`src/rtl/intr_entry_seq_pkg.sv`:
```
// Shared definitions for the interrupt entry/exit sequencer: exception codes,
// SPR numbers, MSR bit masks ([0:31] bit order) and the sequencer state encoding.
package intr_entry_seq_pkg;

    localparam int ExcepCode_WIDTH = 4;

    localparam logic [ExcepCode_WIDTH-1:0] ExcepCode_NONE  = 4'd0;
    localparam logic [ExcepCode_WIDTH-1:0] ExcepCode_SC    = 4'd1;
    localparam logic [ExcepCode_WIDTH-1:0] ExcepCode_DSI   = 4'd2;
    localparam logic [ExcepCode_WIDTH-1:0] ExcepCode_DMISS = 4'd3;
    localparam logic [ExcepCode_WIDTH-1:0] ExcepCode_ISI   = 4'd4;
    localparam logic [ExcepCode_WIDTH-1:0] ExcepCode_DEV0  = 4'd5;
    localparam logic [ExcepCode_WIDTH-1:0] ExcepCode_PROG  = 4'd6;
    localparam logic [ExcepCode_WIDTH-1:0] ExcepCode_EXT   = 4'd7;

    localparam logic [9:0] SPRN_SRR0 = 10'd26;
    localparam logic [9:0] SPRN_SRR1 = 10'd27;
    localparam logic [9:0] SPRN_DEAR = 10'd61;

    localparam logic [31:0] MSR_EE = 32'h0000_8000;
    localparam logic [31:0] MSR_PR = 32'h0000_4000;
    localparam logic [31:0] MSR_IS = 32'h0000_0020;
    localparam logic [31:0] MSR_DS = 32'h0000_0010;

    localparam int IES_W = 4;
    localparam logic [IES_W-1:0] IES_IDLE  = 4'd0;
    localparam logic [IES_W-1:0] IES_FLUSH = 4'd1;
    localparam logic [IES_W-1:0] IES_SAVE0 = 4'd2;
    localparam logic [IES_W-1:0] IES_SAVE1 = 4'd3;
    localparam logic [IES_W-1:0] IES_SAVED = 4'd4;
    localparam logic [IES_W-1:0] IES_MSRUP = 4'd5;
    localparam logic [IES_W-1:0] IES_REDIR = 4'd6;
    localparam logic [IES_W-1:0] IES_RFI0  = 4'd7;
    localparam logic [IES_W-1:0] IES_RFI1  = 4'd8;

    function automatic logic is_dear_code(input logic [ExcepCode_WIDTH-1:0] code);
        return (code == ExcepCode_DSI) || (code == ExcepCode_DMISS);
    endfunction

endpackage

```
`src/rtl/intr_entry_seq.sv`:
```
// Interrupt entry/exit sequencer: drains the pipe, saves SRR0/SRR1 (and DEAR when
// INTR_DEAR_SAVE_EN is defined), masks MSR, redirects fetch; also sequences rfi.
module intr_entry_seq
    import intr_entry_seq_pkg::*;
#(
    parameter logic [31:0] MSR_CLR_MASK = 32'h0000_C030,
    parameter logic [31:0] SC_PC_INC    = 32'd4
) (
    input  logic                       clk,
    input  logic                       rst,
    input  logic [ExcepCode_WIDTH-1:0] excep_code,
    input  logic [31:0]                intr_entry_addr,
    input  logic [31:0]                excep_pc,
    input  logic [31:0]                excep_dear,
    input  logic [31:0]                msr_in,
    input  logic                       pipe_empty,
    input  logic                       rfi_req,
    input  logic [31:0]                srr0_in,
    input  logic [31:0]                srr1_in,
    output logic                       flush,
    output logic                       busy,
    output logic                       spr_wr,
    output logic [9:0]                 spr_addr,
    output logic [31:0]                spr_wd,
    output logic                       msr_wr,
    output logic [31:0]                msr_wd,
    output logic                       npc_wr,
    output logic [31:0]                npc,
    output logic                       ack,
    output logic                       rfi_done
);

    logic [IES_W-1:0]           r_state;
    logic [IES_W-1:0]           w_next;
    logic [ExcepCode_WIDTH-1:0] r_code;
    logic [31:0]                r_pc;
    logic [31:0]                r_msr;
    logic [31:0]                r_vec;
    logic [31:0]                r_srr0;
    logic [31:0]                r_srr1;
    logic                       w_exc_pending;
    logic [31:0]                w_srr0_wd;

`ifdef INTR_DEAR_SAVE_EN
    logic [31:0]                r_dear;
`else
    logic                       w_unused_dear;
    assign w_unused_dear = ^excep_dear;
`endif

    assign w_exc_pending = (excep_code != ExcepCode_NONE);
    assign w_srr0_wd     = r_pc + ((r_code == ExcepCode_SC) ? SC_PC_INC : 32'd0);

    always_ff @(posedge clk) begin
        if (rst) begin
            r_state <= IES_IDLE;
        end else begin
            r_state <= w_next;
        end
    end

    // Context is captured only on the IDLE exit; later input changes are ignored.
    always_ff @(posedge clk) begin
        if (r_state == IES_IDLE) begin
            if (w_exc_pending) begin
                r_code <= excep_code;
                r_pc   <= excep_pc;
                r_msr  <= msr_in;
                r_vec  <= intr_entry_addr;
`ifdef INTR_DEAR_SAVE_EN
                r_dear <= excep_dear;
`endif
            end else if (rfi_req) begin
                r_srr0 <= srr0_in;
                r_srr1 <= srr1_in;
            end
        end
    end

    always_comb begin
        w_next = IES_IDLE;
        case (r_state)
            IES_IDLE: begin
                if (w_exc_pending) begin
                    w_next = IES_FLUSH;
                end else if (rfi_req) begin
                    w_next = IES_RFI0;
                end
            end
            IES_FLUSH: w_next = pipe_empty ? IES_SAVE0 : IES_FLUSH;
            IES_SAVE0: w_next = IES_SAVE1;
`ifdef INTR_DEAR_SAVE_EN
            IES_SAVE1: w_next = is_dear_code(r_code) ? IES_SAVED : IES_MSRUP;
            IES_SAVED: w_next = IES_MSRUP;
`else
            IES_SAVE1: w_next = IES_MSRUP;
`endif
            IES_MSRUP: w_next = IES_REDIR;
            IES_REDIR: w_next = IES_IDLE;
            IES_RFI0:  w_next = IES_RFI1;
            IES_RFI1:  w_next = IES_IDLE;
            default:   w_next = IES_IDLE;
        endcase
    end

    // Outputs decode from state and captured context only, so a reset drops them at once.
    always_comb begin
        flush    = 1'b0;
        busy     = 1'b0;
        spr_wr   = 1'b0;
        spr_addr = 10'd0;
        spr_wd   = 32'd0;
        msr_wr   = 1'b0;
        msr_wd   = 32'd0;
        npc_wr   = 1'b0;
        npc      = 32'd0;
        ack      = 1'b0;
        rfi_done = 1'b0;
        case (r_state)
            IES_FLUSH: begin
                flush = 1'b1;
                busy  = 1'b1;
            end
            IES_SAVE0: begin
                flush    = 1'b1;
                busy     = 1'b1;
                spr_wr   = 1'b1;
                spr_addr = SPRN_SRR0;
                spr_wd   = w_srr0_wd;
            end
            IES_SAVE1: begin
                flush    = 1'b1;
                busy     = 1'b1;
                spr_wr   = 1'b1;
                spr_addr = SPRN_SRR1;
                spr_wd   = r_msr;
            end
`ifdef INTR_DEAR_SAVE_EN
            IES_SAVED: begin
                flush    = 1'b1;
                busy     = 1'b1;
                spr_wr   = 1'b1;
                spr_addr = SPRN_DEAR;
                spr_wd   = r_dear;
            end
`endif
            IES_MSRUP: begin
                flush  = 1'b1;
                busy   = 1'b1;
                msr_wr = 1'b1;
                msr_wd = r_msr & ~MSR_CLR_MASK;
            end
            IES_REDIR: begin
                flush  = 1'b1;
                busy   = 1'b1;
                npc_wr = 1'b1;
                npc    = r_vec;
                ack    = 1'b1;
            end
            IES_RFI0: begin
                busy   = 1'b1;
                msr_wr = 1'b1;
                msr_wd = r_srr1;
            end
            IES_RFI1: begin
                busy     = 1'b1;
                npc_wr   = 1'b1;
                npc      = r_srr0;
                rfi_done = 1'b1;
            end
            default: ;
        endcase
    end

endmodule
```
`config.mk`:
```
export PLATFORM = sky130hd
export DESIGN_NAME = intr_entry_seq
export DESIGN_NICKNAME = d
export VERILOG_FILES = /design/src/rtl/intr_entry_seq_pkg.sv /design/src/rtl/intr_entry_seq.sv
export SDC_FILE = /design/constraint.sdc
export NUM_CORES = 1
export LEC_CHECK = 0
export CAP_MARGIN = 40
export CORE_MARGIN = 5
export CORE_UTILIZATION = 30
export DETAILED_ROUTE_END_ITERATION = 8
export GPL_TIMING_DRIVEN = 0
export MAX_ROUTING_LAYER = met4
export PLACE_DENSITY = 0.64
export RECOVER_POWER = 25
export SETUP_SLACK_MARGIN = 0.1
export SYNTH_ARGS = -nofsm -noshare
export SYNTH_HDL_FRONTEND = slang
export SYNTH_SLANG_ARGS = --single-unit
```
`constraint.sdc`:
```
create_clock -name clk -period 14.51 [get_ports clk]
set_input_delay 2.902 -clock clk [delete_from_list [all_inputs] [get_ports clk]]
set_output_delay 2.902 -clock clk [all_outputs]
set_load 0.02 [all_outputs]
```
==> results.yml, run 1 <==
run_status:
  outcome: "finished, final reports clean"
timing:
  skew_ns: 0.005935
  worst_pin_slew_ns: 0.7380
  period_minus_slack_ns: 6.502
  period_share_pct: 44.81
  rsz0062_at_grt: "no"
  clock.fmax_mhz: 153.8
  slew_headroom_pct: 50.80
  final.setup.tns_ns: 0
  setup_viol: 0
  slew_viol_final: 0
  final_hold_viol_count: 0
worst_hold_path:
  holdCritPathClass: "flip-flop to flip-flop"
  min_from: "r_state[3]"
power:
  ir_worst_vdd_mv: 0.06259
  p_per_area_nw_per_um2: 112.9
  p_leak_nw: 3.786
  p_total_mw: 1.247
drt:
  drc_errors: 0
  via_per_inst: 4.483
  firstDrtPassIters: 4
  vias: 5034
  routed_wl_um: 21620
  antenna_left: 0
  routedWlPerCell_um: 19.25
  drt_iter0_drc: 221
setup_path:
  path_cells: "nor4b_1 -> ha_1 -> ha_1 -> nand3_1 -> nor4_4 -> xor2_1 -> mux2i_1 -> nor2_1 -> clkdlybuf4s50_1"
  criticalPathCategory: "flip-flop to output pin"
  critPathSlowestCell: "clkdlybuf4s50_1"
  crit_path_end_kind: "output pin"
  max_stage_delay_ns: 0.68
  worstReg2RegStart: "r_state[0]"
  path_common_cell: "ha_1"
  worstSetupStartpoint: "r_code[1]"
  critPathMaxFanout: 6
  arrival_ns: 3.60
  required_ns: 11.61
  start_kind: "flip-flop"
die:
  die_width_um: 163.5
  core_area_sq_um: 23330
  initial_utilization_pct: 30.29
  ios: 313
  die_height_um: 163.5
  rows: 56
  dieArea_sq_um: 26730
clock_tree:
  clk_pin_slew_ns: 0.07
  cts_tree: "yes"
  htree_levels: 4
  worstSkewPairLatency_ns: 0.41
  clock-sinks: 168
  post_cts_resized: 0
  root_buffer: "clkbuf_16"
  clockBufferDepth: 2
  postCtsSetupBuffers: 0
  postCtsHoldBufs: 0
  numCtsBuffers: 17
grt:
  grt_pass1_wl_um: 31480
  grt_pass1_vias: 5372
  grt_usage_pct: 16.38
  antenna_found_initial: 5
  grt_max_degree: 29
  overflow: 0
synthesis:
  synth_flop_cell: "edfxtp_1"
  ys_ff_latch: 168
  yosysWarnings: 0
  netlist_area_sq_um: 7068
  syn_inst: 482
  ys_async_sr_fraction_pct: 0
  ys_seq_area_share_pct: 70.81
  synth-edff-count: 164
  syn_avg_cell_area_sq_um: 14.66
  yosysUniqueCellTypes: 39
finish:
  drive_above_1_share_pct: 8.511
  area_growth_pct: 56.22
  nets: 989
place:
  place.gp.congestion: 0.7639
  place_hpwl_um: 16740
  portBuffers: 274
run:
  maxCapViolCount: 0
per-stage QoR:
stage / area, sq um / worst slack, ns / instances / hold slack, ns / utilization [%]
global route: 11040 / 7.806 / 1121 / 0.6606 / 47.30
finish: 11040 / 8.008 / 1123 / 0.6220 / 47.32
CTS: 11030 / 7.957 / 1118 / 0.6311 / 47.27
detailed placement: 10390 / 8.430 / 1087 / 0.6223 / 44.53
global placement: 10230 / 3.782 / 1080 / 0.6115 / 43.84
floorplan: 7087 / 6.821 / 487 / 0.5616 / -
cells in the final DEF, fill, tap and decap left out, drive strengths merged, types with 5 or more instances in the layout:
cell	synthesis	final
a22o	32	32
nand3	18	18
conb	1	6
nor3	5	5
a21oi	15	15
clkdlybuf4s50	0	165
diode	0	5
nor4	7	7
o21ai	23	23
nor2	51	51
mux2i	35	35
inv	6	12
dlygate4sd3	0	109
xnor2	8	8
edfxtp	164	164
nand2	27	27
xor2	20	20
nand4	9	9
and3	8	8
buf	20	26
clkbuf	13	30
critical path, delay by kind of cell, from the launching register on:
kind | cells | cell delay, ns
multiplexers | 1 | 0.10
flip-flops | 1 | 0.36
adder cells (fa/ha/maj) | 2 | 0.79
AND/OR/NAND/NOR | 4 | 1.00
XOR/XNOR | 1 | 0.27
buffers and inverters | 1 | 0.68
cell type report:
type                    instances  area (sq um)
inverters                       6         22.52
repair buffers                281          2889
multi-input cells             280          1908
diodes                          5         12.51
clock inverters                14         214.0
flip-flops and latches        168          5005
fillers                      2089         12290
plain buffers                  33         166.4
clock buffers                  17         425.4
well taps                     319         399.1
cell families after synthesis:
family,count (synthesis),synth area share [%]
other cells,1,0.05306
xor+xnor,28,3.470
compound gates,75,7.240
fa+ha+maj,2,0.3540
mux,35,4.957
buf+inv,39,2.673
simple gates,134,10.44
flops,168,70.81
layer usage:
layer	track usage, %	routed length [um]	share of wire, %
met5	-	0	0
met1	19.65	8871	41
met4	3.393	204	0.94
met3	5.804	2069	9.6
met2	26.89	10480	48
power breakdown:
group          leakage [nW]  internal [mW]  switching (mW)
registers              1.58          0.576          0.0206
logic                  1.89         0.0794          0.0781
clock network         0.310          0.294           0.199
final timing paths:
kind | slack (ns) | endpoint | depth (start not counted)
worst min-delay path | 0.62 | r_state[0] | 2
worst min register to register | 0.62 | r_state[0] | 2
worst max register to register | 11.86 | r_msr[2] | 7
worst max-delay path | 8.01 | spr_wd[18] | 9
Yosys cell counts (2+ instances only):
cell      instances  area share [%]
nand3b_1          2            0.21
buf_4             9            0.96
nand3_1          18             1.3
nand2_1          27             1.4
edfxtp_1        164              70
buf_2             7            0.50
nor2_1           51             2.7
inv_1             6            0.32
buf_1             4            0.21
clkbuf_1         13            0.69
ha_1              2            0.35
xnor2_1           8            0.99
xor2_1           20             2.5
a21oi_1          15             1.1
nor4_1            4            0.35
nor3_1            5            0.35
nand4_1           5            0.44
mux2i_1          35             5.0
o21a_1            2            0.21
a22o_1           32             4.0
dfxtp_1           4             1.1
and3_1            8            0.71
o21ai_0          21             1.5
nand4_4           3            0.90
nor4_4            3            0.90
sequential cells by signal, summed over array words and instances, names as in the netlist:
signal and cells:
r_msr 32, r_vec 32, r_pc 32, r_srr1 32
r_state 4, r_code 4, r_srr0 32
Note: power is estimated with default switching activity, not from simulation.
==> run 2, diff against run 1 <==
Settings changed: PLACE_DENSITY 0.64 to 0.66.
Clock period 14.51 ns to 5.4 ns, I/O delays scaled along.
==> run 2 against run 1 <==
  * Cell area barely moved
  * Utilization barely moved
  * Via count rose by 1.7%
  * Combinational power rose to 2.7 times the previous value
  * Flip-flop and latch count did not move
  * Clock power rose to 2.5 times the previous value
  * Wire length rose by 1.4%
  * Sequential share of layout area barely moved
  * Global-route usage rose by 0.12 points
  * Clock-buffer cell count rose by 1
  * Critical endpoint is now spr_wd[28]
==> results.yml, run 2 (same netlist as run 1, synthesis figures left out) <==
run_status:
  outcome: "finished, final reports clean"
clock_tree:
  postCtsHoldBufs: 0
  clock-sinks: 168
  worstSkewPairLatency_ns: 0.43
  clk_pin_slew_ns: 0.08
  post_cts_resized: 0
  root_buffer: "clkbuf_16"
  numCtsBuffers: 17
  cts_tree: "yes"
  postCtsSetupBuffers: 0
  clockBufferDepth: 2
  htree_levels: 4
setup_path:
  crit_path_end_kind: "output pin"
  arrival_ns: 3.77
  criticalPathCategory: "flip-flop to output pin"
  critPathMaxFanout: 6
  start_kind: "flip-flop"
  required_ns: 4.32
finish:
  fin_cells: 1122
  drive_above_1_share_pct: 8.614
  nFillCells: 2123
  layout_commonest_cell: "clkdlybuf4s50_1"
  nets: 990
  final_area_sq_um: 11030
  area_growth_pct: 56.08
  most-common-layout-cells: "clkdlybuf4s50_1, edfxtp_1, dlygate4sd3_1"
power:
  ir_worst_vdd_mv: 0.1831
  p_leak_nw: 3.789
  p_int_mw: 2.430
  switching_share_pct: 25.96
  p_sw_mw: 0.8518
  clkPwrFrac_pct: 38.0
  p_total_mw: 3.282
  p_per_area_nw_per_um2: 297.5
  power_frac_comb_pct: 13.0
  pwr-share-seq_pct: 48.9
grt:
  overflow: 0
  grt_usage_pct: 16.50
  antenna_found_initial: 1
  grt_max_degree: 26
  grt_pass1_vias: 5415
  grt_pass1_wl_um: 31570
timing:
  final.setup.tns_ns: 0
  period_share_pct: 89.80
  slew_headroom_pct: 45.48
  setup_viol: 0
  clock.fmax_mhz: 206.2
  skew_ns: 0.01083
  slew_viol_final: 0
  worst_pin_slew_ns: 0.8178
  final_hold_viol_count: 0
  rsz0062_at_grt: "no"
  period_minus_slack_ns: 4.849
  worst_slack_ns: 0.5505
drt:
  routedWlPerCell_um: 19.54
  drc_errors: 0
  via_per_inst: 4.565
  routed_wl_um: 21930
  drt_iter0_drc: 198
  firstDrtPassIters: 4
  vias: 5122
  antenna_left: 0
place:
  place.gp.congestion: 0.7764
  dp_slack_ns: 0.9975
  place_hpwl_um: 16770
  portBuffers: 274
  dp.cells: 1088
  placed_area_sq_um: 10430
die:
  core_area_sq_um: 23330
  die_height_um: 163.5
  dieArea_sq_um: 26730
  initial_utilization_pct: 30.29
  die_width_um: 163.5
  ios: 313
  rows: 56
run:
  maxCapViolCount: 0
worst_hold_path:
  holdCritPathClass: "flip-flop to flip-flop"
run 2: worst paths after layout:
path | from | end | slack, ns | cells past startpoint
worst min register to register | r_state[3] | r_state[0] | 0.63 | 2
worst max-delay path | r_code[1] | spr_wd[28] | 0.55 | 9
worst min-delay path | r_state[3] | r_state[0] | 0.63 | 2
worst max register to register | r_state[0] | r_srr1[20] | 2.62 | 8
run 2: power by group through the flow:
stage,registers (mW),logic (mW),clock network [mW]
3_5_place_dp,1.63,0.449,0
3_3_place_gp,1.65,0.414,0
6_report,1.61,0.427,1.25
4_1_cts,1.61,0.451,1.28
5_1_grt,1.62,0.460,1.33
2_1_floorplan,1.63,0.185,0
run 2: critical path: stages, from the launching register on:
cell	delay, ns
edfxtp_1	0.36
nor4b_1	0.42
ha_1	0.44
ha_1	0.37
nand3_1	0.16
nor4_4	0.41
nand4_1	0.18
xor2_1	0.19
a21oi_1	0.18
clkdlybuf4s50_1	0.63
run 2: cell type report:
class / instances / area, sq um / area share [%]
clock inverters: 14 / 171.4 / 1.554
well taps: 319 / 399.1 / 3.618
plain buffers: 33 / 166.4 / 1.508
inverters: 6 / 22.52 / 0.2042
clock buffers: 18 / 429.2 / 3.890
flip-flops and latches: 168 / 5005 / 45.37
multi-input cells: 280 / 1908 / 17.30
repair buffers: 282 / 2925 / 26.52
diodes: 2 / 5.005 / 0.04537
run 2: through the flow:
stage	utilization, %	hold WS [ns]
after floorplan	-	0.5616
after CTS	47.26	0.6397
after global routing	47.27	0.6844
after detailed placement	44.69	0.6264
after global placement	43.85	0.6125
final	47.28	0.6313
run 2: layer usage:
metal  track usage (%)  wire [um]  up-vias
li1                  -          -     2428
met1             18.93       8729     2469
met2             28.23      11190      214
met3             5.753       1847       11
met4             3.279        155        0
met5                 -          0        -
==> run 3, diff against run 2 <==
Settings changed: CAP_MARGIN 40 to 30, CORE_MARGIN 5 to 8, CTS_CLUSTER_SIZE set to 8.
==> run 3 against run 2 <==
  * Flip-flop and latch count unchanged
  * Critical path depth unchanged
  * Sequential share of layout area increased by 0.21 points
  * Power down 1.9%
  * Utilization down 0.22 points
  * Clock-buffer cell count fell by 1
  * Largest cell class unchanged
  * Via count fell by 1.3%
  * Hold slack lost 0.0025 ns
  * Cell count unchanged
==> results.yml, run 3 (same netlist as run 1, synthesis figures left out) <==
die:
  core_area_sq_um: 23330
  ios: 313
  initial_utilization_pct: 30.29
  rows: 56
  dieArea_sq_um: 28730
  die_height_um: 169.5
  die_width_um: 169.5
setup_path:
  crit_path_end_kind: "output pin"
  required_ns: 4.32
  criticalPathCategory: "flip-flop to output pin"
  critPathMaxFanout: 6
  arrival_ns: 3.59
  start_kind: "flip-flop"
place:
  dp.cells: 1086
  portBuffers: 274
  place.gp.congestion: 0.7846
  place_hpwl_um: 17250
finish:
  nets: 988
  layout_commonest_cell: "clkdlybuf4s50_1"
  fin_cells: 1122
  most-common-layout-cells: "clkdlybuf4s50_1, edfxtp_1, dlygate4sd3_1"
  drive_above_1_share_pct: 8.511
  area_growth_pct: 55.35
timing:
  clock.fmax_mhz: 214.0
  skew_ns: 0.01057
  setup_viol: 0
  hold_ws_ns: 0.6288
  slew_headroom_pct: 40.73
  worst_pin_slew_ns: 0.8810
  final_hold_viol_count: 0
  final.setup.tns_ns: 0
  period_share_pct: 86.56
  period_minus_slack_ns: 4.674
  rsz0062_at_grt: "no"
  slew_viol_final: 0
clock_tree:
  clockBufferDepth: 2
  postCtsHoldBufs: 0
  root_buffer: "clkbuf_16"
  postCtsSetupBuffers: 0
  clock-sinks: 168
  worstSkewPairLatency_ns: 0.41
  cts_tree: "yes"
  clk_pin_slew_ns: 0.07
  htree_levels: 4
  post_cts_resized: 0
  numCtsBuffers: 17
power:
  p_total_mw: 3.219
  ir_worst_vdd_mv: 0.1466
  p_leak_nw: 3.760
  p_per_area_nw_per_um2: 293.2
grt:
  grt_pass1_vias: 5520
  grt_max_degree: 29
  overflow: 0
  antenna_found_initial: 4
  grt_usage_pct: 15.81
  grt_pass1_wl_um: 32870
drt:
  drt_iter0_drc: 232
  routed_wl_um: 21970
  antenna_left: 0
  firstDrtPassIters: 5
  drc_errors: 0
  via_per_inst: 4.505
  routedWlPerCell_um: 19.58
  vias: 5055
run_status:
  outcome: "finished, final reports clean"
run:
  maxCapViolCount: 0
worst_hold_path:
  holdCritPathClass: "flip-flop to flip-flop"
[run 3: worst max-delay path: stages, from the launching register on]
cell,delay (ns)
edfxtp_1,0.37
nor4b_1,0.38
ha_1,0.39
ha_1,0.36
nand3_1,0.16
nor4_4,0.39
nand4_1,0.17
xor2_1,0.19
a21oi_1,0.14
clkdlybuf4s50_1,0.64
[run 3: stage by stage]
stage | worst slack [ns] | cell area [sq um] | util, %
2_1_floorplan | 0.5769 | 7089 | -
3_3_place_gp | -2.084 | 10230 | 43.85
3_5_place_dp | 1.080 | 10390 | 44.51
4_1_cts | 0.6061 | 10970 | 47.02
5_1_grt | 0.3851 | 10980 | 47.06
6_report | 0.7260 | 10980 | 47.06
[run 3: layout make-up]
type	instances	area, sq um
flip-flops and latches	168	5005
plain buffers	33	166.4
well taps	319	399.1
repair buffers	280	2885
multi-input cells	280	1908
inverters	6	22.52
diodes	4	10.01
fillers	2079	12350
clock buffers	17	425.4
clock inverters	15	158.9
[run 3: power by group]
part           leakage [nW]  switching [mW]  internal (mW)  total, mW
Sequential             1.58          0.0559           1.55       1.60
Clock                 0.285           0.570          0.620       1.19
Combinational          1.89           0.210          0.215      0.425
Total                  3.76           0.836           2.38       3.22
[run 3: final timing paths]
kind | start | to | slack [ns] | depth (start not counted)
hold reg to reg | r_state[3] | r_state[0] | 0.63 | 2
setup / recovery | r_code[1] | spr_wd[30] | 0.73 | 9
setup reg to reg | r_state[0] | r_msr[2] | 2.65 | 7
hold / removal | r_state[3] | r_state[0] | 0.63 | 2
[run 3: layer usage]
layer / routed length, um / share of wire (%) / global-route usage, %
met4: 170 / 0.77 / 3.578
met5: 0 / 0 / -
met2: 10940 / 50 / 26.15
met1: 9025 / 41 / 17.99
met3: 1836 / 8.4 / 6.001
